**config.mk**
```make
export PLATFORM = sky130hd
export DESIGN_NAME = paddsb_accum_seq_flat
export DESIGN_NICKNAME = d
export VERILOG_FILES = /design/src/rtl/paddsb_accum_seq_if.sv /design/src/rtl/paddsb_accum_seq.sv /design/src/flat_wrapper.sv
export SDC_FILE = /design/constraint.sdc
export NUM_CORES = 1
export LEC_CHECK = 0
export BUFFER_PORTS_ARGS = -buffer_cell sky130_fd_sc_hd__buf_2
export CORE_MARGIN = 5
export CORE_UTILIZATION = 40
export CTS_CLUSTER_DIAMETER = 150
export DETAILED_ROUTE_END_ITERATION = 16
export PLACE_DENSITY = 0.65
export SYNTH_ARGS = -nofsm -noshare
export SYNTH_HDL_FRONTEND = slang
export SYNTH_SLANG_ARGS = --single-unit
```
**constraint.sdc**
```tcl
create_clock -name clk -period 2.5 [get_ports clk]
set_input_delay 0.5 -clock clk [delete_from_list [all_inputs] [get_ports clk]]
set_output_delay 0.5 -clock clk [all_outputs]
set_load 0.005 [all_outputs]
```
**src/rtl/paddsb_accum_seq_if.sv**
```systemverilog
// ---------------------------------------------------------------------------
// paddsb_accum_seq_if
//
// Groups the command, status, memory-read and adder-operand signals of the
// packed saturating accumulate sequencer into one bundle.
//
//   Command : start, base_addr, count          (environment -> sequencer)
//   Status  : busy, done, result, sat, err     (sequencer -> environment)
//   Memory  : mem_rd_en, mem_addr              (sequencer -> memory)
//             mem_rdy, mem_data                (memory -> sequencer)
//   Adder   : add_a, add_b                     (sequencer -> shared adder)
//             add_sum                          (shared adder -> sequencer)
//
// Modports:
//   master : the sequencer's view (drives status, memory request, operands)
//   slave  : the environment's view (command source, memory, shared adder)
// ---------------------------------------------------------------------------
interface paddsb_accum_seq_if #(
    parameter int unsigned COUNT_W = 8
);
    // Command
    logic               start;
    logic [15:0]        base_addr;
    logic [COUNT_W-1:0] count;

    // Status
    logic               busy;
    logic               done;
    logic [15:0]        result;
    logic [3:0]         sat;
    logic               err;

    // Memory read port
    logic               mem_rd_en;
    logic [15:0]        mem_addr;
    logic               mem_rdy;
    logic [15:0]        mem_data;

    // Shared packed saturating adder
    logic [15:0]        add_a;
    logic [15:0]        add_b;
    logic [15:0]        add_sum;

    modport master (
        input  start, base_addr, count,
        input  mem_rdy, mem_data,
        input  add_sum,
        output busy, done, result, sat, err,
        output mem_rd_en, mem_addr,
        output add_a, add_b
    );

    modport slave (
        output start, base_addr, count,
        output mem_rdy, mem_data,
        output add_sum,
        input  busy, done, result, sat, err,
        input  mem_rd_en, mem_addr,
        input  add_a, add_b
    );
endinterface

```
**src/rtl/paddsb_accum_seq.sv**
```systemverilog
// ---------------------------------------------------------------------------
// paddsb_accum_seq
//
// Sums a vector of packed 4x4-bit signed words held in memory, using the
// shared packed saturating adder that lives outside this block. On an
// accepted start the sequencer reads COUNT words from BASE (stepping by
// ADDR_STEP bytes), presents each word together with the running
// accumulator to the adder for exactly one cycle, and takes the adder's sum
// as the new accumulator. Per-lane overflow is detected locally and kept as
// sticky flags. A read that stays unacknowledged for TIMEOUT cycles aborts
// the command with err set; the partial sum is still reported.
//
// Ports:
//   clk     : clock, all state on the rising edge
//   rst_n   : asynchronous active-low reset
//   bus     : paddsb_accum_seq_if.master
//             start/base_addr/count  command (sampled only when idle)
//             busy                   high in REQ/ACC/DONE
//             done                   one-cycle pulse, result valid with it
//             result/sat/err         held until overwritten by a new command
//             mem_rd_en/mem_addr     read request, high for all of REQ
//             mem_rdy/mem_data       read acknowledge with same-cycle data
//             add_a/add_b            adder operands, zero outside ACC
//             add_sum                combinational adder result
//
// Parameters:
//   COUNT_W   : width of count (max vector length 2^COUNT_W-1)
//   ADDR_STEP : byte address increment per word
//   TIMEOUT   : max REQ cycles without mem_rdy before abort (>= 1)
// ---------------------------------------------------------------------------
module paddsb_accum_seq #(
    parameter int unsigned COUNT_W   = 8,
    parameter int unsigned ADDR_STEP = 2,
    parameter int unsigned TIMEOUT   = 15
) (
    input  logic               clk,
    input  logic               rst_n,
    paddsb_accum_seq_if.master bus
);

    // The wait counter only ever holds 0 .. TIMEOUT-1.
    localparam int unsigned         WAIT_W    = (TIMEOUT < 2) ? 1 : $clog2(TIMEOUT);
    localparam logic [WAIT_W-1:0]   WAIT_LAST = WAIT_W'(TIMEOUT - 1);
    localparam logic [15:0]         STEP      = 16'(ADDR_STEP);
    localparam logic [COUNT_W-1:0]  ONE_LEFT  = COUNT_W'(1);

    typedef enum logic [1:0] {
        ST_IDLE = 2'd0,
        ST_REQ  = 2'd1,
        ST_ACC  = 2'd2,
        ST_DONE = 2'd3
    } state_e;

    state_e             state_q,     state_d;
    logic [15:0]        cur_addr_q,  cur_addr_d;   // address of the word being fetched
    logic [15:0]        mem_addr_q,  mem_addr_d;   // only reloaded on entry to REQ
    logic [COUNT_W-1:0] remaining_q, remaining_d;
    logic [WAIT_W-1:0]  wait_cnt_q,  wait_cnt_d;
    logic [15:0]        acc_q,       acc_d;
    logic [15:0]        word_q,      word_d;
    logic [15:0]        result_q,    result_d;
    logic [3:0]         sat_q,       sat_d;
    logic               err_q,       err_d;

    logic [15:0]        next_addr;
    logic [3:0]         sat_hit;

    // Address arithmetic wraps naturally at 16 bits (0xFFFE -> 0x0000).
    assign next_addr = cur_addr_q + STEP;

    // -----------------------------------------------------------------------
    // Lane overflow detection. Each nibble is sign-extended to 5 bits; the
    // true sum lies outside [-8,7] exactly when the top two bits differ.
    // Evaluated every cycle but only folded into sat_q during ACC, when
    // acc_q/word_q are the operands the adder is seeing.
    // -----------------------------------------------------------------------
    for (genvar i = 0; i < 4; i++) begin : g_lane
        logic [4:0] lane_sum;
        assign lane_sum   = {acc_q[4*i+3],  acc_q[4*i +: 4]}
                          + {word_q[4*i+3], word_q[4*i +: 4]};
        assign sat_hit[i] = lane_sum[4] ^ lane_sum[3];
    end

    // -----------------------------------------------------------------------
    // Next-state and datapath update
    // -----------------------------------------------------------------------
    always_comb begin
        // NOTE: every *_d takes its current value first, so each path below
        // only overrides what changes and no latch can be inferred.
        state_d     = state_q;
        cur_addr_d  = cur_addr_q;
        mem_addr_d  = mem_addr_q;
        remaining_d = remaining_q;
        wait_cnt_d  = wait_cnt_q;
        acc_d       = acc_q;
        word_d      = word_q;
        result_d    = result_q;
        sat_d       = sat_q;
        err_d       = err_q;

        unique case (state_q)
            ST_IDLE: begin
                if (bus.start) begin
                    cur_addr_d  = bus.base_addr;
                    remaining_d = bus.count;
                    wait_cnt_d  = '0;
                    acc_d       = '0;
                    sat_d       = '0;
                    err_d       = 1'b0;
                    if (bus.count == '0) begin
                        // Empty vector: report the zero sum straight away.
                        result_d = '0;
                        state_d  = ST_DONE;
                    end else begin
                        mem_addr_d = bus.base_addr;
                        state_d    = ST_REQ;
                    end
                end
            end

            ST_REQ: begin
                if (bus.mem_rdy) begin
                    word_d     = bus.mem_data;
                    wait_cnt_d = '0;
                    state_d    = ST_ACC;
                end else if (wait_cnt_q == WAIT_LAST) begin
                    // This is the TIMEOUT-th unacknowledged cycle: abort and
                    // report whatever has been accumulated so far.
                    wait_cnt_d = '0;
                    err_d      = 1'b1;
                    result_d   = acc_q;
                    state_d    = ST_DONE;
                end else begin
                    wait_cnt_d = wait_cnt_q + WAIT_W'(1);
                end
            end

            ST_ACC: begin
                acc_d       = bus.add_sum;
                sat_d       = sat_q | sat_hit;
                cur_addr_d  = next_addr;
                remaining_d = remaining_q - ONE_LEFT;
                if (remaining_q == ONE_LEFT) begin
                    // Load result on the way into DONE so it is already
                    // valid while the done pulse is high.
                    result_d = bus.add_sum;
                    state_d  = ST_DONE;
                end else begin
                    mem_addr_d = next_addr;
                    state_d    = ST_REQ;
                end
            end

            ST_DONE: begin
                state_d = ST_IDLE;
            end

            default: begin
                state_d = ST_IDLE;
            end
        endcase
    end

    // -----------------------------------------------------------------------
    // State registers
    // -----------------------------------------------------------------------
    always_ff @(posedge clk or negedge rst_n) begin
        if (!rst_n) begin
            state_q     <= ST_IDLE;
            cur_addr_q  <= '0;
            mem_addr_q  <= '0;
            remaining_q <= '0;
            wait_cnt_q  <= '0;
            acc_q       <= '0;
            word_q      <= '0;
            result_q    <= '0;
            sat_q       <= '0;
            err_q       <= 1'b0;
        end else begin
            // NOTE: non-blocking assignments so every register samples the
            // pre-edge values, independent of statement order.
            state_q     <= state_d;
            cur_addr_q  <= cur_addr_d;
            mem_addr_q  <= mem_addr_d;
            remaining_q <= remaining_d;
            wait_cnt_q  <= wait_cnt_d;
            acc_q       <= acc_d;
            word_q      <= word_d;
            result_q    <= result_d;
            sat_q       <= sat_d;
            err_q       <= err_d;
        end
    end

    // -----------------------------------------------------------------------
    // Outputs. Control strobes decode straight from the state register, so
    // they drop the moment reset is asserted.
    // -----------------------------------------------------------------------
    assign bus.busy      = (state_q != ST_IDLE);
    assign bus.done      = (state_q == ST_DONE);
    assign bus.mem_rd_en = (state_q == ST_REQ);
    assign bus.mem_addr  = mem_addr_q;
    assign bus.add_a     = (state_q == ST_ACC) ? acc_q  : '0;
    assign bus.add_b     = (state_q == ST_ACC) ? word_q : '0;
    assign bus.result    = result_q;
    assign bus.sat       = sat_q;
    assign bus.err       = err_q;

endmodule

```
**src/flat_wrapper.sv**
```systemverilog
// flat-port wrapper written by rule: the top's interface ports become plain ports
module paddsb_accum_seq_flat 
#(
    parameter int unsigned COUNT_W   = 8,
    parameter int unsigned ADDR_STEP = 2,
    parameter int unsigned TIMEOUT   = 15
)
  (clk, rst_n, bus_start, bus_base_addr, bus_count, bus_mem_rdy, bus_mem_data, bus_add_sum, bus_busy, bus_done, bus_result, bus_sat, bus_err, bus_mem_rd_en, bus_mem_addr, bus_add_a, bus_add_b);
  paddsb_accum_seq_if #(.COUNT_W(COUNT_W)) bus_i ();
  input  logic clk;
  input  logic rst_n;
  input wire logic [$bits(bus_i.start)-1:0] bus_start;
  input wire logic [$bits(bus_i.base_addr)-1:0] bus_base_addr;
  input wire logic [$bits(bus_i.count)-1:0] bus_count;
  input wire logic [$bits(bus_i.mem_rdy)-1:0] bus_mem_rdy;
  input wire logic [$bits(bus_i.mem_data)-1:0] bus_mem_data;
  input wire logic [$bits(bus_i.add_sum)-1:0] bus_add_sum;
  output wire logic [$bits(bus_i.busy)-1:0] bus_busy;
  output wire logic [$bits(bus_i.done)-1:0] bus_done;
  output wire logic [$bits(bus_i.result)-1:0] bus_result;
  output wire logic [$bits(bus_i.sat)-1:0] bus_sat;
  output wire logic [$bits(bus_i.err)-1:0] bus_err;
  output wire logic [$bits(bus_i.mem_rd_en)-1:0] bus_mem_rd_en;
  output wire logic [$bits(bus_i.mem_addr)-1:0] bus_mem_addr;
  output wire logic [$bits(bus_i.add_a)-1:0] bus_add_a;
  output wire logic [$bits(bus_i.add_b)-1:0] bus_add_b;
  assign bus_i.start = bus_start;
  assign bus_i.base_addr = bus_base_addr;
  assign bus_i.count = bus_count;
  assign bus_i.mem_rdy = bus_mem_rdy;
  assign bus_i.mem_data = bus_mem_data;
  assign bus_i.add_sum = bus_add_sum;
  assign bus_busy = bus_i.busy;
  assign bus_done = bus_i.done;
  assign bus_result = bus_i.result;
  assign bus_sat = bus_i.sat;
  assign bus_err = bus_i.err;
  assign bus_mem_rd_en = bus_i.mem_rd_en;
  assign bus_mem_addr = bus_i.mem_addr;
  assign bus_add_a = bus_i.add_a;
  assign bus_add_b = bus_i.add_b;
  paddsb_accum_seq #(.COUNT_W(COUNT_W), .ADDR_STEP(ADDR_STEP), .TIMEOUT(TIMEOUT)) u_core (.clk(clk), .rst_n(rst_n), .bus(bus_i));
endmodule
```
==> out/summary.txt <==
FLOORPLANNING
-------------------------------------------------------------------------------------------------
DIE WIDTH ..........................................................................       127 µm
Vertical die dimension .............................................................       127 µm
Number of placement rows ...........................................................           42
Die area ...........................................................................   16,100 µm²
Core Region ........................................................................   13,300 µm²
Initial standard-cell utilization of the core ......................................        41.1%
Number of top-level pins ...........................................................          132

TIMING
-------------------------------------------------------------------------------------------------
Worst-case setup margin in the final layout ........................................     0.149 ns
Setup TNS ..........................................................................         0 ns
Worst clock skew ...................................................................   0.00646 ns
Highest achievable clock rate ......................................................      425 MHz
Post-route minimum period ..........................................................      2.35 ns
Count of endpoints failing setup in the final report ...............................            0
Setup repair after global routing missed its margin ................................        false
Transition time of the tightest slew-check pin .....................................     0.551 ns
Part of the cycle the worst path needs .............................................        94.0%
Final Slew Violations ..............................................................            0
Endpoints failing hold .............................................................            0
Worst relative slew slack ..........................................................        63.0%
Hold slack .........................................................................    0.0851 ns

PWR
-------------------------------------------------------------------------------------------------
Comb power frac ....................................................................        48.2%
Static leakage .....................................................................      3.16 nW
Part of the total power dissipated in the clock network ............................        15.8%
Maximum VDD drop ...................................................................   0.000550 V
P_int ..............................................................................      5.04 mW
Power Dens Cells ...................................................................  1280 nW/µm²
Proportion of power drawn by flip-flops and latches ................................        36.0%
Net switching share of the total power .............................................        41.1%
Sw Pwr .............................................................................      3.51 mW

SYNTHESIS
-------------------------------------------------------------------------------------------------
Count of state elements after synthesis ............................................           99
Fraction of the mapped netlist area in compound gates ..............................        16.2%
Largest cells by area after synthesis .............................................. sky130_fd_sc_hd__dfrtp_1 (45%), sky130_fd_sc_hd__mux2_2 (7.4%), sky130_fd_sc_hd__ha_1 (4.8%), sky130_fd_sc_hd__and2_1 (3.8%), sky130_fd_sc_hd__a22o_1 (2.9%)
Most frequent cells after synthesis ................................................ sky130_fd_sc_hd__dfrtp_1 (99), sky130_fd_sc_hd__mux2_2 (36), sky130_fd_sc_hd__and2_1 (33), sky130_fd_sc_hd__nand2_1 (30), sky130_fd_sc_hd__nand3_1 (25)
Mapped Area ........................................................................     5480 µm²
Post-Synth XOR/XNOR Area ...........................................................       0.959%
Share of Yosys cell area claimed by the top area cell type .........................        45.2%
Top-count cell post-synth .......................................................... sky130_fd_sc_hd__dfrtp_1
Multiplexer area fraction after synthesis ..........................................        12.5%
Syn Area/Cell ......................................................................     10.4 µm²
Share of async-settable or async-resettable flops after synthesis ..................         100%
Largest family of logic cells by synthesized area .................................. simple AND/OR/NAND/NOR gates
Post-synthesis share of cell area spent on and, or, nand and nor gates .............        16.7%
Post-synthesis cell type with the largest combined area ............................ sky130_fd_sc_hd__dfrtp_1
Dominant register cell in the synthesized netlist .................................. sky130_fd_sc_hd__dfrtp_1
Number of distinct library cell variants in the gate-level netlist after synthesis .           55
Synth warn .........................................................................            0
Share of synthesized area occupied by flip-flops and latches .......................        45.2%
Post-Synth Adder-Cell Area .........................................................        4.79%
Number of flops mapped to enable cells by yosys ....................................            0
Cell count after synthesis .........................................................          527
Net count after synthesis ..........................................................          608

SETUP PATH
-------------------------------------------------------------------------------------------------
Critical path class ................................................................      reg2out
Critical path startpoint category ..................................................     register
Endpoint class of the critical path ................................................   output pin
Beginning of the worst register-to-register path ................................... u_core.state_q[0]
Critical path fanouts, max .........................................................           61
Critical Path RT ...................................................................      2.00 ns
Slowest cell delay on critical path ................................................      0.44 ns
Cells along the critical path ...................................................... inv_1 > ha_2 > buf_12 > and2_1 > buf_2
Crit path max-delay cell type ...................................................... sky130_fd_sc_hd__dfrtp_1
Arrival time at the worst endpoint .................................................      1.85 ns
Setup crit start ................................................................... u_core.state_q[0]

CLOCK TREE
-------------------------------------------------------------------------------------------------
Cell chosen for the clock root ..................................................... sky130_fd_sc_hd__clkbuf_16
CTS tree ...........................................................................        built
Clock Path Buffers .................................................................            2
Number of setup buffers added after CTS ............................................            0
Hold-fix buffer count after cts ....................................................            0
Clock-pin slew of the registers on the worst-case setup and hold paths .............      0.07 ns
H-Tree Level Count .................................................................            3
Cts bufs inserted ..................................................................            9
Clock latency on the worst-skew pair ...............................................      0.35 ns
Sink count of the clock tree .......................................................           99

PLACEMENT
-------------------------------------------------------------------------------------------------
Worst slack, placed ................................................................     0.204 ns
Sum of net half-perimeters after detailed placement ................................    11,100 µm
RD Place Congestion ................................................................        0.872
Post-DP Area .......................................................................     6380 µm²
Number of input and output port buffers inserted ...................................          131

FINAL LAYOUT
-------------------------------------------------------------------------------------------------
Multi-input combinational cell area ................................................     2810 µm²
P&R area growth vs syn .............................................................        21.8%
Filler cell count ..................................................................        1,276
# nets final .......................................................................          736
Register Area ......................................................................     2480 µm²
Post-route design area .............................................................     6680 µm²
Antenna diode count ................................................................            0
Fraction of final layout cells with drive strength greater than 1 ..................        34.1%

GLOBAL ROUTE
-------------------------------------------------------------------------------------------------
Global-route track usage on met2 ...................................................        31.9%
Grt met1 use .......................................................................        25.1%
Met3 Resource Use GR ...............................................................        6.18%
Vias in the first global route .....................................................        4,855
Initial antenna violation count ....................................................            0
Gr usage total .....................................................................        19.3%
Maximum number of pins on one net before global-route repair .......................           62
Most Used Layer, Global Route ......................................................         met2
Global-route congestion overflow total .............................................            0
Wire length of the first global-routing pass .......................................    25,100 µm

ROUTE
-------------------------------------------------------------------------------------------------
Count of TritonRoute iterations in the first routing pass ..........................            5
Antenna-violating nets left ........................................................            0
DRC Markers ........................................................................            0
Number of DRC markers in iteration 0 ...............................................          369
Total via count after detailed routing .............................................        4,642
Routed wirelength normalized by instance count .....................................      18.4 µm
Detail-routed via count per cell ...................................................         5.56
Sum of routed wire length over all layers ..........................................    15,400 µm

HOLD PATH
-------------------------------------------------------------------------------------------------
Class of the tightest hold or removal check ........................................     in2async

OUTCOME
-------------------------------------------------------------------------------------------------
Status ............................................................................. complete, no violations

RUN
-------------------------------------------------------------------------------------------------
MaxCap Viol Count ..................................................................            0

-- state kept, by name, indices dropped and copies added, names as in the netlist --
signal and count:
u_core.acc_q 16, u_core.bus.mem_addr 16, u_core.bus.result 16, u_core.cur_addr_q 16
u_core.word_q 16, u_core.remaining_q 8, u_core.bus.sat 4, u_core.wait_cnt_q 4
u_core.state_q 2, u_core.bus.err 1
-- worst paths after layout --
check	cells past startpoint	slack, ns	end
hold / removal	1	0.09	u_core.bus.mem_addr[0]
hold reg to reg	1	0.49	u_core.bus.err
min in group clk	2	0.37	u_core.word_q[0]
setup reg to reg	6	0.26	u_core.bus.mem_addr[9]
max in group asynchronous	2	1.71	u_core.cur_addr_q[2]
setup / recovery	5	0.15	bus_add_a[15]
-- metal layers --
| layer | vias to the layer above | share of wire [%] |
|---|---|---|
| met5 | - | 0 |
| met4 | 0 | 1.0 |
| met3 | 13 | 7.2 |
| met2 | 158 | 47 |
| met1 | 2272 | 44 |
| li1 | 2199 | - |
-- what timing repair did --
item                                    in CTS  in global routing
endpoints found under the setup margin      32                 32
gates resized for setup                      1                  3
hold endpoints to repair                     0                  0
-- cells by family after synthesis --
| group | count (synthesis) |
|---|---|
| adders and majority gates | 21 |
| muxes | 59 |
| AOI/OAI and AO/OA | 130 |
| buffers and inverters | 44 |
| xor gates and xnor gates | 6 |
| DFF | 99 |
| and+or+nand+nor | 168 |
-- cells in the final DEF, fill, tap and decap left out, drive strengths merged, types with 3 or more instances in the layout --
| cell type | instances |
|---|---|
| o211ai | 5 |
| o31ai | 5 |
| a22oi | 16 |
| nor4 | 9 |
| buf | 152 |
| mux2 | 47 |
| a41o | 3 |
| xnor2 | 5 |
| a31oi | 4 |
| a21oi | 24 |
| and2 | 34 |
| clkbuf | 12 |
| a22o | 18 |
| nand3 | 25 |
| mux2i | 12 |
| and3 | 4 |
| inv | 8 |
| nor2 | 24 |
| o21ai | 24 |
| a31o | 5 |
| nor2b | 16 |
| dfrtp | 99 |
| or4 | 6 |
| o22ai | 13 |
| nand4 | 5 |
| nand2 | 30 |
| ha | 21 |
| nor3 | 7 |
-- final cells by class --
cell class,count,area share [%]
repair buffers,152,12.8
multi-input cells,384,42.1
flip-flops and latches,99,37.1
inverters,9,0.506
well taps,176,3.30
clock inverters,3,0.356
clock buffers,12,3.84
-- critical path, delay by kind of cell, from the launching register on --
family / cells / cell delay, ns
DFF: 1 / 0.44
and+or+nand+nor: 1 / 0.19
buffers and inverters: 3 / 0.49
adders and majority gates: 1 / 0.34
-- metrics by stage --
step                      util [%]  total power, mW  std cells
after global placement        47.8             7.05        820
final                         50.0             8.55        835
after detailed placement      47.8             7.21        820
after floorplan                  -             5.78        527
after CTS                     49.9             8.59        835
after global routing          50.0             9.21        835
-- power groups by stage --
stage	clock network, mW	registers, mW	logic [mW]
finish	1.35	3.08	4.12
floorplan	0	2.84	2.93
detailed placement	0	3.09	4.12
global route	1.44	3.19	4.58
global placement	0	3.06	3.99
CTS	1.38	3.07	4.15
No activity file was read; power rests on OpenSTA's default activity.
